<file path="src/rtl/jt12_wr_sched.sv">
// Write scheduler: round-robin arbitration of two CPU write requesters into a FIFO,
// drained into the jt12 write port as single-cycle strobes that honour the busy flag.
module jt12_wr_sched #(
    parameter int unsigned DEPTH = 4,
    parameter int unsigned AW    = 2,
    parameter int unsigned GAP   = 2,
    parameter int unsigned TMO   = 255
) (
    input  logic          clk,
    input  logic          rst_n,
    input  logic          cen,
    input  logic          a_req,
    input  logic [1:0]    a_addr,
    input  logic [7:0]    a_din,
    output logic          a_ack,
    input  logic          b_req,
    input  logic [1:0]    b_addr,
    input  logic [7:0]    b_din,
    output logic          b_ack,
    input  logic          ym_busy,
    output logic [1:0]    ym_addr,
    output logic [7:0]    ym_din,
    output logic          ym_cs_n,
    output logic          ym_wr_n,
    output logic          fifo_full,
    output logic          fifo_empty,
    output logic [AW:0]   level,
    output logic          tmo_err
);

    localparam int unsigned LW = AW + 1;
    localparam int unsigned TW = 8;
    localparam int unsigned HW = (GAP > 1) ? $clog2(GAP) : 1;

    localparam logic [1:0] S_IDLE  = 2'd0;
    localparam logic [1:0] S_ISSUE = 2'd1;
    localparam logic [1:0] S_HOLD  = 2'd2;
    localparam logic [1:0] S_WAIT  = 2'd3;

    typedef struct packed {
        logic [1:0] addr;
        logic [7:0] din;
    } entry_t;

    entry_t          r_mem [DEPTH];
    logic [AW-1:0]   r_wptr;
    logic [AW-1:0]   r_rptr;
    logic [LW-1:0]   r_level;
    logic            r_full;
    logic            r_empty;
    logic            r_a_ack;
    logic            r_b_ack;
    logic            r_last_b;

    logic [1:0]      r_state;
    logic [HW-1:0]   r_hold;
    logic [TW-1:0]   r_tmo;
    logic            r_cs_n;
    logic            r_wr_n;
    logic [1:0]      r_ym_addr;
    logic [7:0]      r_ym_din;
    logic            r_tmo_err;

    logic            w_a_elig;
    logic            w_b_elig;
    logic            w_grant_a;
    logic            w_grant_b;
    logic            w_tie;
    logic            w_push;
    logic            w_pop;
    entry_t          w_push_data;
    entry_t          w_head;
    logic [LW-1:0]   w_level_nxt;

    logic [1:0]      w_state_nxt;
    logic [HW-1:0]   w_hold_nxt;
    logic [TW-1:0]   w_tmo_nxt;
    logic            w_cs_n_nxt;
    logic            w_wr_n_nxt;
    logic [1:0]      w_ym_addr_nxt;
    logic [7:0]      w_ym_din_nxt;
    logic            w_tmo_err_nxt;

    // A requester whose ack is already high is ineligible, so one request is never pushed twice
    always_comb begin
        w_a_elig  = a_req & ~r_a_ack;
        w_b_elig  = b_req & ~r_b_ack;
        w_tie     = w_a_elig & w_b_elig & ~r_full;
        w_grant_a = ~r_full & w_a_elig & (~w_b_elig | r_last_b);
        w_grant_b = ~r_full & w_b_elig & (~w_a_elig | ~r_last_b);
        w_push    = w_grant_a | w_grant_b;
        w_push_data.addr = w_grant_a ? a_addr : b_addr;
        w_push_data.din  = w_grant_a ? a_din  : b_din;
    end

    assign w_head = r_mem[r_rptr];

    always_comb begin
        w_level_nxt = r_level;
        if (w_push && !w_pop) begin
            w_level_nxt = r_level + LW'(1);
        end else if (!w_push && w_pop) begin
            w_level_nxt = r_level - LW'(1);
        end
    end

    always_ff @(posedge clk) begin
        if (w_push) begin
            r_mem[r_wptr] <= w_push_data;
        end
    end

    always_ff @(posedge clk or negedge rst_n) begin
        if (!rst_n) begin
            r_wptr   <= '0;
            r_rptr   <= '0;
            r_level  <= '0;
            r_full   <= 1'b0;
            r_empty  <= 1'b1;
            r_a_ack  <= 1'b0;
            r_b_ack  <= 1'b0;
            r_last_b <= 1'b1;
        end else begin
            if (w_push) begin
                r_wptr <= r_wptr + AW'(1);
            end
            if (w_pop) begin
                r_rptr <= r_rptr + AW'(1);
            end
            r_level <= w_level_nxt;
            r_full  <= (w_level_nxt == LW'(DEPTH));
            r_empty <= (w_level_nxt == '0);
            r_a_ack <= w_grant_a;
            r_b_ack <= w_grant_b;
            // Priority only flips on a genuine tie
            if (w_tie) begin
                r_last_b <= w_grant_b;
            end
        end
    end

    // Drain FSM state and registered outputs
    always_ff @(posedge clk or negedge rst_n) begin
        if (!rst_n) begin
            r_state   <= S_IDLE;
            r_hold    <= '0;
            r_tmo     <= '0;
            r_cs_n    <= 1'b1;
            r_wr_n    <= 1'b1;
            r_ym_addr <= '0;
            r_ym_din  <= '0;
            r_tmo_err <= 1'b0;
        end else begin
            r_state   <= w_state_nxt;
            r_hold    <= w_hold_nxt;
            r_tmo     <= w_tmo_nxt;
            r_cs_n    <= w_cs_n_nxt;
            r_wr_n    <= w_wr_n_nxt;
            r_ym_addr <= w_ym_addr_nxt;
            r_ym_din  <= w_ym_din_nxt;
            r_tmo_err <= w_tmo_err_nxt;
        end
    end

    always_comb begin
        w_state_nxt   = r_state;
        w_hold_nxt    = r_hold;
        w_tmo_nxt     = r_tmo;
        w_cs_n_nxt    = 1'b1;
        w_wr_n_nxt    = 1'b1;
        w_ym_addr_nxt = r_ym_addr;
        w_ym_din_nxt  = r_ym_din;
        w_tmo_err_nxt = 1'b0;
        w_pop         = 1'b0;
        unique case (r_state)
            S_IDLE: begin
                if (!r_empty && cen) begin
                    w_state_nxt   = S_ISSUE;
                    w_ym_addr_nxt = w_head.addr;
                    w_ym_din_nxt  = w_head.din;
                    w_cs_n_nxt    = 1'b0;
                    w_wr_n_nxt    = 1'b0;
                    w_pop         = 1'b1;
                end
            end
            S_ISSUE: begin
                // Only data writes (odd port address) make the chip busy
                if (r_ym_addr[0]) begin
                    w_state_nxt = S_HOLD;
                    w_hold_nxt  = HW'(GAP - 1);
                end else begin
                    w_state_nxt = S_IDLE;
                end
            end
            S_HOLD: begin
                if (r_hold == '0) begin
                    w_state_nxt = S_WAIT;
                    w_tmo_nxt   = '0;
                end else begin
                    w_hold_nxt = r_hold - HW'(1);
                end
            end
            S_WAIT: begin
                if (!ym_busy) begin
                    w_state_nxt = S_IDLE;
                end else if (r_tmo == TW'(TMO - 1)) begin
                    w_state_nxt   = S_IDLE;
                    w_tmo_nxt     = '0;
                    w_tmo_err_nxt = 1'b1;
                end else begin
                    w_tmo_nxt = r_tmo + TW'(1);
                end
            end
            default: begin
                w_state_nxt = S_IDLE;
            end
        endcase
    end

    assign a_ack      = r_a_ack;
    assign b_ack      = r_b_ack;
    assign ym_addr    = r_ym_addr;
    assign ym_din     = r_ym_din;
    assign ym_cs_n    = r_cs_n;
    assign ym_wr_n    = r_wr_n;
    assign fifo_full  = r_full;
    assign fifo_empty = r_empty;
    assign level      = r_level;
    assign tmo_err    = r_tmo_err;

endmodule

</file>
<file path="config.mk">
export PLATFORM = sky130hd
export DESIGN_NAME = jt12_wr_sched
export DESIGN_NICKNAME = d
export VERILOG_FILES = /design/src/rtl/jt12_wr_sched.sv
export SDC_FILE = /design/constraint.sdc
export NUM_CORES = 1
export LEC_CHECK = 0
export ABC_CLOCK_PERIOD_IN_PS = 2500
export CAP_MARGIN = 20
export CORE_UTILIZATION = 60
export DETAILED_ROUTE_END_ITERATION = 8
export DONT_BUFFER_PORTS = 1
export GPL_TIMING_DRIVEN = 1
export MAX_ROUTING_LAYER = met4
export PLACE_DENSITY = 0.76
export SETUP_SLACK_MARGIN = 0.02
export SYNTH_ARGS = -nofsm -noshare
export SYNTH_HDL_FRONTEND = slang
export SYNTH_SLANG_ARGS = --single-unit
</file>
<file path="constraint.sdc">
create_clock -name clk -period 2.5 [get_ports clk]
set_clock_uncertainty 0.1 [all_clocks]
set_input_delay 0.5 -clock clk [delete_from_list [all_inputs] [get_ports clk]]
set_output_delay 0.5 -clock clk [all_outputs]
set_load 0.05 [all_outputs]
</file>
Word level (Yosys, flattened, before mapping)

Memory sizes are Yosys's and may differ from the RTL's. A register that Yosys moved wholly into a read port is not among the register bits.
Index checks and enable logic that the tools add are counted.

Register bits: 25
Memory bits (writable): 40
Output and inout port bits: 20
Word-level logic and storage cells: 88
Memories: 1

Memories:

| memory | depth | bits a word | rd ports | clocked after memory_dff | write ports | line | source |
|---|---|---|---|---|---|---|---|
| r_mem  | 4     | 10          | 1        | 1                        | 1           | 45   | `entry_t r_mem [DEPTH];` |

Add/sub/neg operators: 6
Eq/ne operators: 10
Mux-type cells: 26
Bitwise gates (word level): 17
Reduce and logical (&&, ||, !) cells: 15

Operators with widths:

| kind                                                               | number |
|---|---|
| 8-bit two-way mux                                                  | 4 |
| 8-bit case mux with 2 select lines                                 | 1 |
| 2-bit two-way mux                                                  | 6 |
| 1-bit two-way mux                                                  | 11 |
| 8-bit by 1-bit adder with 8-bit output, second input constant      | 1 |
| 1-bit AND                                                          | 8 |
| 8-bit equality test, second input constant                         | 1 |
| 2-bit != test, second input constant                               | 4 |
| 2-bit case mux with 4 select lines                                 | 1 |
| 3-bit two-way mux                                                  | 2 |
| 1-bit NOT                                                          | 6 |
| 3-bit AND reduction                                                | 2 |
| 2-bit by 1-bit adder with 2-bit output, second input constant      | 2 |
| 2-bit equality test, second input constant                         | 2 |
| 1-bit zero test                                                    | 4 |
| 2-bit AND reduction                                                | 2 |
| 2-bit nonzero test                                                 | 2 |
| 3-bit by 1-bit adder with 3-bit output, second input constant      | 1 |
| 3-bit equality test, second input constant                         | 1 |
| 1-bit logical AND                                                  | 3 |
| 3-bit zero test                                                    | 1 |
| 3-bit != test, second input constant                               | 1 |
| 1-bit OR                                                           | 3 |
| 3-bit by 1-bit subtractor with 3-bit output, second input constant | 1 |
| other kinds (4)                                                    | 4 |

Depth between registers and ports, before layout

Gate-level depths: netlist of run 1.

Depth in word-level cells: 11
Mapped depth: 7
Depth with buffers taken out: 7

Worst setup path before layout of run 1

Ideal clock, no wire load.

Kind: flip-flop to flip-flop
Start: reg r_a_ack (netlist: a_ack)
End: mem r_mem[0][0] (netlist name), enable pin
Library setup time: 0.343 ns
Data arrival time: 1.717 ns
Setup slack: 0.340 ns
Cell stages (with the launch flop): 5
Period minus slack after synthesis: 2.160 ns
Path through: dfrtp_1 > nand2b_1 > a21oi_1 > clkbuf_1 > and2_1

Word-level cells in the longest chain between the ends: 8
Elaborated cells between the ends (all ways): 10

Ends and longest elaborated chain:

| item                                        | line | source |
|---|---|---|
| start, declared                             | 51   | `logic r_a_ack;` |
| start signal, assigned                      | 133  | `r_a_ack <= w_grant_a;` |
| 1-bit NOT (*)                               | 86   | `w_a_elig = a_req & ~r_a_ack;` |
| 1-bit AND (*)                               | 86   |  |
| 1-bit NOT                                   | 90   | `w_grant_b = ~r_full & w_b_elig & (~w_a_elig \| ~r_last_b);` |
| 1-bit OR                                    | 90   |  |
| 1-bit AND                                   | 90   |  |
| 1-bit OR (*)                                | 91   | `w_push = w_grant_a \| w_grant_b;` |
| 1-bit two-way mux (*)                       | 108  | `if (w_push) begin` |
| 1-bit two-way mux (implied by the code) (*) | 109  | `r_mem[r_wptr] <= w_push_data;` |
| end, declared                               | 45   |  |

Mark *: on every way between the ends. The rest lies on a longest branch, timed or not.

Worst setup path after layout of run 1

Start: reg r_b_ack (netlist: b_ack)
End: mem r_mem[1][0] (netlist name), enable pin

Word-level cells in the longest chain between the ends: 8
Elaborated cells between the ends (all ways): 10

Ends and longest elaborated chain:

| item                                        | line | source |
|---|---|---|
| start, declared                             | 52   | `logic r_b_ack;` |
| start signal, assigned                      | 134  | `r_b_ack <= w_grant_b;` |
| 1-bit NOT (*)                               | 87   | `w_b_elig = b_req & ~r_b_ack;` |
| 1-bit AND (*)                               | 87   |  |
| 1-bit NOT                                   | 89   | `w_grant_a = ~r_full & w_a_elig & (~w_b_elig \| r_last_b);` |
| 1-bit OR                                    | 89   |  |
| 1-bit AND                                   | 89   |  |
| 1-bit OR (*)                                | 91   |  |
| 1-bit two-way mux (*)                       | 108  |  |
| 1-bit two-way mux (implied by the code) (*) | 109  |  |

Marked as above.

==> reports/qor.csv, run 1 <==
metric;value;unit
Post-Synthesis Cell Area;3240;sq um
share of layout cells above drive strength 1;27.8;%
core region area;5140;sq um
Post-Syn Area per Cell;15.3;sq um
clock root buffer;clkbuf_8;
Worst-Margin Slew;0.674;ns
Area growth, synth to finish;10.7;%
Antenna Cells;0;
RSZ-0062 raised after global routing;false;
setup_tns;0;ns
number of synthesized register bits;75;
final hold vios;0;
Max Freq;0.468;GHz
cell family with most CP delay;simple AND/OR/NAND/NOR gates;
number of antenna violations at the first check in global routing;0;
top cell type's share of synthesized area;37.1;%
Stages on worst setup path;3;
die area;5690;sq um
Std-Cell Rows;26;
pin count of the biggest net entering global routing;36;
# nets final;259;
Die Y;75.5;um
dpl hpwl;3700;um
crit share post-route;85.5;%
FF+latch area;2080;sq um
PortBufs;0;
vias per cell;5.80;
TritonCTS Sinks;75;
worst r2r path cells;3;
grt total ovfl;0;
Residual DRC;0;
Routed Antenna Nets;0;
Hold WC Path Type;primary input to flop;
R2R Setup Slk;0.36;ns
first-pass GRT wire length;8460;um
Warnings, synthesis;0;
Rel. slew slack;54.9;%
HP Start;ym_busy;
switching share of power;39.6;%
Gate power share;29.2;%
reg2reg start;b_ack;
Die X;75.5;um
Synth top cells by count;edfxtp_1 (40), dfrtp_1 (32), mux2_2 (20), nor2_1 (12);
Slowest-stage cell, CP;and2_1;
post-synth top area cell;edfxtp_1;
most frequent cell after synthesis;edfxtp_1;
Pwr Density;1330;nW/um^2
Worst Path Required;2.38;ns
CTS H-tree lvls;3;
CTS Hold Bufs;2;
Cell variety after synth;40;
min Tclk post-route;2.14;ns
WP buf/inv;0;
Worst R2R End;r_mem[1][0];
P_leak;1.40;nW
Synth Instances;211;
clk buf depth;2;
Initial Util;63.0;%
routed len/inst;18.4;um
Starting DRT DRC Count;108;
Post-synth ARST share;46.7;%
number of synthesized flops with an enable pin;40;
clock latency at the later pin of the worst-skew pair;0.35;ns
Seq pwr share;50.7;%
Final Non-Filler Cells;300;
All-Layer GR Usage;22.3;%
Clk pwr share;20.1;%
status;completed;
CP Max Fanout;10;
dpl cells;282;
routed wire length;5510;um
Design Power;0.00477;W
gpl congestion;0.782;
MaxCap Viol Count;0;
vias in the first global route;1751;
worst hold stages;2;
Peak supply drop;0.710;mV
Synth Flop Type;edfxtp_1;
Hold EP;tmo_err;
fin. max-slew vios;0;
CTS tree;built;
Sw Pwr;0.00189;W
postcts setup bufs;0;
vias after detailed routing;1740;
Cell Int Power;0.00288;W
drt pass-1 iters;4;
Cell Chain, Critical Path;nand2b_1 > a21oi_1 > and2_1;
Fillers;357;
sequential element share of the synthesized area;64.3;%
CP peak stage delay;0.55;ns
multi-input logic area;1070;sq um
Syn Nets;245;
CTS buffer count;9;
Worst-path clk slew;0.09;ns
Arr. time, crit path;2.02;ns
CP Class;flop to flop;
most area-consuming cells after synthesis;edfxtp_1 (37%), dfrtp_1 (25%), mux2_2 (7.0%);
Resize count post-CTS;0;
Setup crit end kind;flop;
CP Launch Type;flop;
setup violators final;0;
I/O Pins;46;
==> cell usage in the layout, fill, tap and decap left out, types with 2 or more instances in the layout <==
cell      instances
and2_1            5
xor2_1            5
dfstp_2           3
xnor2_1           6
nand3_1           2
o21ai_0           4
o22ai_1           3
nand2_1          10
a21oi_1           5
mux2_2           20
nand2b_1          2
nand4_1           2
buf_4             9
mux4_2           10
nor3_1            2
ha_1              8
dfrtp_1          32
inv_6             4
clkbuf_8          9
nor2_1           12
inv_1            10
and3_1            4
clkinv_4          2
nor3b_1           2
edfxtp_1         40
==> power by group through the flow <==
stage	Sequential [W]	Clock (W)	Combinational (W)
detailed placement	0.00245	0	0.00138
global placement	0.00242	0	0.00131
global route	0.00247	0.00102	0.00152
finish	0.00242	0.000959	0.00139
floorplan	0.00240	0	0.00108
CTS	0.00242	0.000977	0.00140
==> state kept, by name (all words and copies together) (netlist names), 2 cells and up, named ones only <==
signal,count
level,3
r_mem,40
r_rptr,2
r_tmo,8
r_wptr,2
ym_addr,2
ym_din,8
==> worst register-to-register path: cells and delay by family, from the launching register on <==
| family | cells | cell delay (ns) |
|---|---|---|
| AND/OR/NAND/NOR | 2 | 0.78 |
| AO/OA/AOI/OAI | 1 | 0.51 |
| flip-flops | 1 | 0.39 |
==> kinds of logic (layout without fill, tap and decap cells) <==
kind of cell               after synthesis  count (layout)  share of synthesized area [%]
DFF                                     75              75                           64.3
and+or+nand+nor                         46              46                           7.73
muxes                                   31              31                           14.2
AOI/OAI and AO/OA                       21              21                           4.79
buffers and inverters                   18              37                           2.59
xor gates and xnor gates                11              11                           2.98
adders and majority gates                9               9                           3.40
==> cell type report <==
type / instances / share of cell area (%)
Sequential cell: 75 / 58.1
Multi-Input combinational cell: 118 / 29.9
Clock buffer: 9 / 3.46
Timing Repair Buffer: 11 / 2.72
Tap cell: 70 / 2.44
Clock inverter: 7 / 2.31
Inverter: 10 / 1.05
==> metrics by stage <==
| step | instance area, sq um | hold slack (ns) | worst slack, ns | util [%] |
|---|---|---|---|---|
| global placement | 3350 | 0.105 | 0.413 | 65.1 |
| detailed placement | 3350 | 0.105 | 0.330 | 65.1 |
| global route | 3580 | 0.143 | 0.151 | 69.7 |
| CTS | 3580 | 0.147 | 0.341 | 69.7 |
| floorplan | 3240 | 0.104 | 0.340 | - |
| finish | 3580 | 0.158 | 0.363 | 69.7 |
==> worst max path at each step <==
stage | start | to
2_1_floorplan | a_ack | r_mem[0][0]
5_1_grt | b_ack | r_mem[1][1]
4_1_cts | b_ack | r_mem[1][0]
6_report | b_ack | r_mem[1][0]
3_3_place_gp | a_req | r_mem[2][2]
3_5_place_dp | b_req | r_mem[1][2]
==> metal layers <==
| layer | vias up | routed length [um] | part of all wire [%] | global-route usage [%] |
|---|---|---|---|---|
| li1 | 801 | - | - | - |
| met5 | - | 0 | 0 | - |
| met4 | 0 | 101 | 1.8 | 10.5 |
| met2 | 61 | 2790 | 51 | 35.2 |
| met1 | 866 | 2320 | 42 | 27.5 |
| met3 | 12 | 297 | 5.4 | 5.29 |
Note: power is estimated with default switching activity, not from simulation.
==> run 2: changes to the inputs <==
--- a/config.mk
+++ b/config.mk
@@ -5,7 +5,7 @@
 export SDC_FILE = /design/constraint.sdc
 export NUM_CORES = 1
 export LEC_CHECK = 0
-export ABC_CLOCK_PERIOD_IN_PS = 2500
+export ABC_CLOCK_PERIOD_IN_PS = 2600
 export CAP_MARGIN = 20
 export CORE_UTILIZATION = 60
 export DETAILED_ROUTE_END_ITERATION = 8
==> constraint.sdc (replaced) <==
create_clock -name clk -period 2.6 [get_ports clk]
set_clock_uncertainty 0.1 [all_clocks]
set_input_delay 0.52 -clock clk [delete_from_list [all_inputs] [get_ports clk]]
set_output_delay 0.52 -clock clk [all_outputs]
set_load 0.05 [all_outputs]
==> reports/qor.csv, run 2 (synthesis results as in run 1) <==
metric;value;unit
status;completed;
Area growth, synth to finish;11.2;%
Hold EP;tmo_err;
final hold vios;0;
Std-Cell Rows;26;
RSZ-0062 raised after global routing;false;
multi-input logic area;1070;sq um
Starting DRT DRC Count;85;
setup_tns;0;ns
Rel. slew slack;54.5;%
met3 usage;5.42;%
setup violators final;0;
MaxCap Viol Count;0;
die area;5690;sq um
HP Start;ym_busy;
fin. max-slew vios;0;
I/O Pins;46;
CP Max Fanout;8;
gpl congestion;0.872;
Die Y;75.5;um
GR Util met2;38.4;%
Biggest register;r_mem;
commonest cells after routing, fill and taps aside;edfxtp_1 (40), dfrtp_1 (32), mux2_2 (20);
max reg flops;40;
Cell Chain, Critical Path;a21oi_1 > buf_4 > xnor2_1 > a221oi_2 > nor2_1;
Worst Path Required;2.72;ns
met1 Track Usage GR;28.5;%
commonest non-fill, non-tap cell in the layout;edfxtp_1;
clock root buffer;clkbuf_8;
number of antenna violations at the first check in global routing;0;
core region area;5140;sq um
Antenna Cells;0;
FF+latch area;2080;sq um
reg2reg start;fifo_full;
P_leak;1.40;nW
worst setup margin;0.506;ns
vias after detailed routing;1752;
clock latency at the later pin of the worst-skew pair;0.34;ns
worst r2r path cells;5;
dpl hpwl;3810;um
All-Layer GR Usage;24.0;%
drt pass-1 iters;4;
crit share post-route;80.6;%
vias in the first global route;1847;
Peak supply drop;0.759;mV
Pwr Density;1320;nW/um^2
Resize count post-CTS;0;
CP Class;flop to flop;
Final Core Density;70.1;%
routed wire length;5830;um
Worst-Margin Slew;0.680;ns
pre-CTS setup slack;0.540;ns
Setup crit end kind;flop;
routed len/inst;19.6;um
Design Power;0.00474;W
Fillers;362;
first-pass GRT wire length;8980;um
postcts setup bufs;0;
R2R Setup Slk;0.51;ns
CP Launch Type;flop;
PortBufs;0;
vias per cell;5.88;
Slowest-stage cell, CP;dfrtp_1;
busiest grt layer;met2;
Residual DRC;0;
CTS buffer count;9;
Worst R2R End;fifo_full;
CTS tree;built;
grt total ovfl;0;
clk buf depth;2;
Worst-path clk slew;0.08;ns
pin count of the biggest net entering global routing;36;
worst hold stages;2;
# nets final;257;
Initial Util;63.0;%
Hold WC Path Type;primary input to flop;
Die X;75.5;um
CP peak stage delay;0.62;ns
Arr. time, crit path;2.21;ns
min Tclk post-route;2.09;ns
CTS H-tree lvls;3;
share of layout cells above drive strength 1;26.8;%
Routed Antenna Nets;0;
Max Freq;0.477;GHz
TritonCTS Sinks;75;
-- run 2: changes by cell type in the layout (fill, tap and decap cells not counted) --
cell       change
buf_4          -2
bufinv_16      +2
clkinv_4       -1
clkbuf_1       +1
inv_6          -3
clkinv_2       +1
-- run 2: critical path, delay by kind of cell, from the launching register on --
family	cells	cell delay (ns)
flops	1	0.62
simple gates	1	0.07
buf+inv	1	0.24
xor+xnor	1	0.13
compound gates	2	0.82
-- run 2: how the worst max path moves through the flow --
stage	from	to	slack (ns)	depth (start not counted)
global placement	fifo_empty	ym_din[2]	0.61	3
detailed placement	fifo_full	r_mem[2][2]	0.54	2
global route	fifo_full	fifo_full	0.36	5
floorplan	a_ack	r_mem[0][0]	0.44	4
CTS	fifo_empty	fifo_full	0.47	4
finish	fifo_full	fifo_full	0.51	5
-- run 2: area by class of cell --
class	count	share of cell area, %
flip-flops and latches	75	57.8
clock buffers	10	3.54
well taps	70	2.43
inverters	10	1.04
multi-input cells	118	29.8
clock inverters	6	3.13
repair buffers	9	2.29
-- run 2: where the power goes --
| group | internal [W] | switching (W) |
|---|---|---|
| Combinational | 0.000605 | 0.000694 |
| Clock | 0.000642 | 0.000427 |
| Sequential | 0.00169 | 0.000686 |
-- run 2: what timing repair did --
action	CTS	global route
endpoints found under the setup margin	0	0
endpoints found under the hold margin	35	0
hold buffers	2	0
-- run 2: metrics by stage --
stage / hold slack [ns] / area (sq um) / instances
3_3_place_gp: 0.125 / 3330 / 280
2_1_floorplan: 0.124 / 3240 / 211
4_1_cts: 0.176 / 3600 / 298
5_1_grt: 0.174 / 3600 / 298
6_report: 0.193 / 3600 / 298
3_5_place_dp: 0.125 / 3330 / 280
-- run 2: layer usage --
layer  routed length [um]  vias up
li1                     -      796
met1                 2380      892
met2                 3060       52
met3                  269       12
met4                  127        0
met5                    0        -
==> run 3: changes to the inputs <==
--- a/config.mk
+++ b/config.mk
@@ -5,14 +5,14 @@
 export SDC_FILE = /design/constraint.sdc
 export NUM_CORES = 1
 export LEC_CHECK = 0
-export ABC_CLOCK_PERIOD_IN_PS = 2600
+export ABC_CLOCK_PERIOD_IN_PS = 1800
 export CAP_MARGIN = 20
-export CORE_UTILIZATION = 60
+export CORE_UTILIZATION = 56
 export DETAILED_ROUTE_END_ITERATION = 8
 export DONT_BUFFER_PORTS = 1
 export GPL_TIMING_DRIVEN = 1
 export MAX_ROUTING_LAYER = met4
-export PLACE_DENSITY = 0.76
+export PLACE_DENSITY = 0.74
 export SETUP_SLACK_MARGIN = 0.02
 export SYNTH_ARGS = -nofsm -noshare
 export SYNTH_HDL_FRONTEND = slang
==> constraint.sdc (replaced) <==
create_clock -name clk -period 1.8 [get_ports clk]
set_clock_uncertainty 0.1 [all_clocks]
set_input_delay 0.36 -clock clk [delete_from_list [all_inputs] [get_ports clk]]
set_output_delay 0.36 -clock clk [all_outputs]
set_load 0.05 [all_outputs]
==> reports/qor.csv, run 3 (synthesis results as in run 1) <==
metric;value;unit
setup_tns;0;ns
core region area;5540;sq um
routed len/inst;17.4;um
Worst Path Required;1.93;ns
gpl congestion;0.759;
vias after detailed routing;1755;
CP Launch Type;flop;
min Tclk post-route;1.70;ns
MaxCap Viol Count;0;
first-pass GRT wire length;8770;um
RSZ-0062 raised after global routing;true;
crit share post-route;94.6;%
setup violators final;0;
CTS buffer count;9;
I/O Pins;46;
Biggest register;r_mem;
clk buf depth;2;
status;completed;
commonest cells after routing, fill and taps aside;edfxtp_1 (40), dfrtp_1 (29), mux2_2 (20), buf_4 (20), nor2_1 (12);
drt pass-1 iters;4;
CP Max Fanout;12;
# nets final;271;
fin. max-slew vios;0;
Hold WC Path Type;primary input to flop;
Setup crit end kind;flop;
Area growth, synth to finish;16.5;%
dpl cells;291;
Worst-Margin Slew;0.568;ns
Worst-path clk slew;0.08;ns
Pwr Density;1880;nW/um^2
Slowest-stage cell, CP;dfrtp_1;
Cell Chain, Critical Path;buf_4 > nor4b_4 > buf_4 > buf_4 > mux2_2;
TritonCTS Sinks;75;
number of antenna violations at the first check in global routing;0;
clock latency at the later pin of the worst-skew pair;0.34;ns
CTS tree;built;
most used cell, CP;buf_4;
All-Layer GR Usage;20.8;%
Fillers;375;
pre-CTS setup slack;0.0255;ns
worst hold slack;0.0310;ns
Die Y;78.0;um
Starting DRT DRC Count;99;
Antenna Cells;0;
worst setup margin;0.0975;ns
final hold vios;0;
P_leak;1.49;nW
commonest non-fill, non-tap cell in the layout;edfxtp_1;
vias per cell;5.59;
clock root buffer;clkbuf_8;
Die X;78.0;um
Std-Cell Rows;27;
Max Freq;0.587;GHz
CP peak stage delay;0.39;ns
vias in the first global route;1848;
CP Class;flop to flop;
Final Non-Filler Cells;314;
dpl hpwl;3700;um
max reg flops;40;
share of layout cells above drive strength 1;36.4;%
R2R Setup Slk;0.1;ns
Arr. time, crit path;1.83;ns
pin count of the biggest net entering global routing;36;
Rel. slew slack;62.1;%
routed wire length;5460;um
Routed Antenna Nets;0;
Initial Util;58.4;%
die area;6090;sq um
Peak supply drop;1.04;mV
grt total ovfl;0;
PortBufs;0;
Residual DRC;0;
CTS H-tree lvls;3;
run 3: timing repair:
item,in CTS,in global routing
buffers inserted,1,4
gates resized for setup,0,3
endpoints found under the hold margin,35,0
endpoints found under the setup margin,1,56
hold buffers,2,0
pin swaps,1,2
gates cloned,0,0
run 3: path summary, 6_finish.rpt:
kind | endpoint | depth (start not counted) | startpoint
max in group asynchronous | fifo_empty | 2 | rst_n
min in group asynchronous | level[0] | 2 | rst_n
worst min register to register | r_last_b | 1 | r_last_b
worst min-delay path | tmo_err | 2 | ym_busy
worst max register to register | ym_addr[0] | 5 | r_state[0]
worst max-delay path | ym_addr[0] | 5 | r_state[0]
run 3: report_power, final:
part / switching, W / internal, W / total (W) / leakage, nW
combinational: 0.00115 / 0.00110 / 0.00225 / 0.572
sequential: 0.000827 / 0.00245 / 0.00327 / 0.795
clock: 0.000611 / 0.000961 / 0.00157 / 0.126
total: 0.00259 / 0.00450 / 0.00709 / 1.49
run 3: final cells by class:
type	instances	area (sq um)	area share, %
Multi-Input combinational cell	118	1110	29.4
Inverter	10	37.5	0.995
Clock buffer	10	138	3.65
Timing Repair Buffer	23	200	5.31
Tap cell	72	90.1	2.39
Sequential cell	75	2080	55.3
Clock inverter	6	113	2.99
run 3: critical path: cells and delay by family (launching register included):
| kind | cells | cell delay [ns] |
|---|---|---|
| buffers and inverters | 3 | 0.52 |
| flip-flops | 1 | 0.39 |
| multiplexers | 1 | 0.35 |
| AND/OR/NAND/NOR | 1 | 0.23 |
run 3: stage by stage:
stage / instance area, sq um / power, W / utilization [%]
after floorplan: 3270 / 0.00487 / -
after global placement: 3440 / 0.00533 / 62.1
after detailed placement: 3440 / 0.00548 / 62.1
after CTS: 3730 / 0.00709 / 67.3
after global routing: 3770 / 0.00748 / 68.1
final: 3770 / 0.00709 / 68.1
run 3: routing by layer:
layer / GRT usage [%] / vias to the layer above / routed length, um
li1: - / 825 / -
met1: 23.4 / 878 / 2170
met5: - / - / 0
met3: 6.16 / 10 / 272
met4: 10.0 / 0 / 90
met2: 34.2 / 42 / 2930
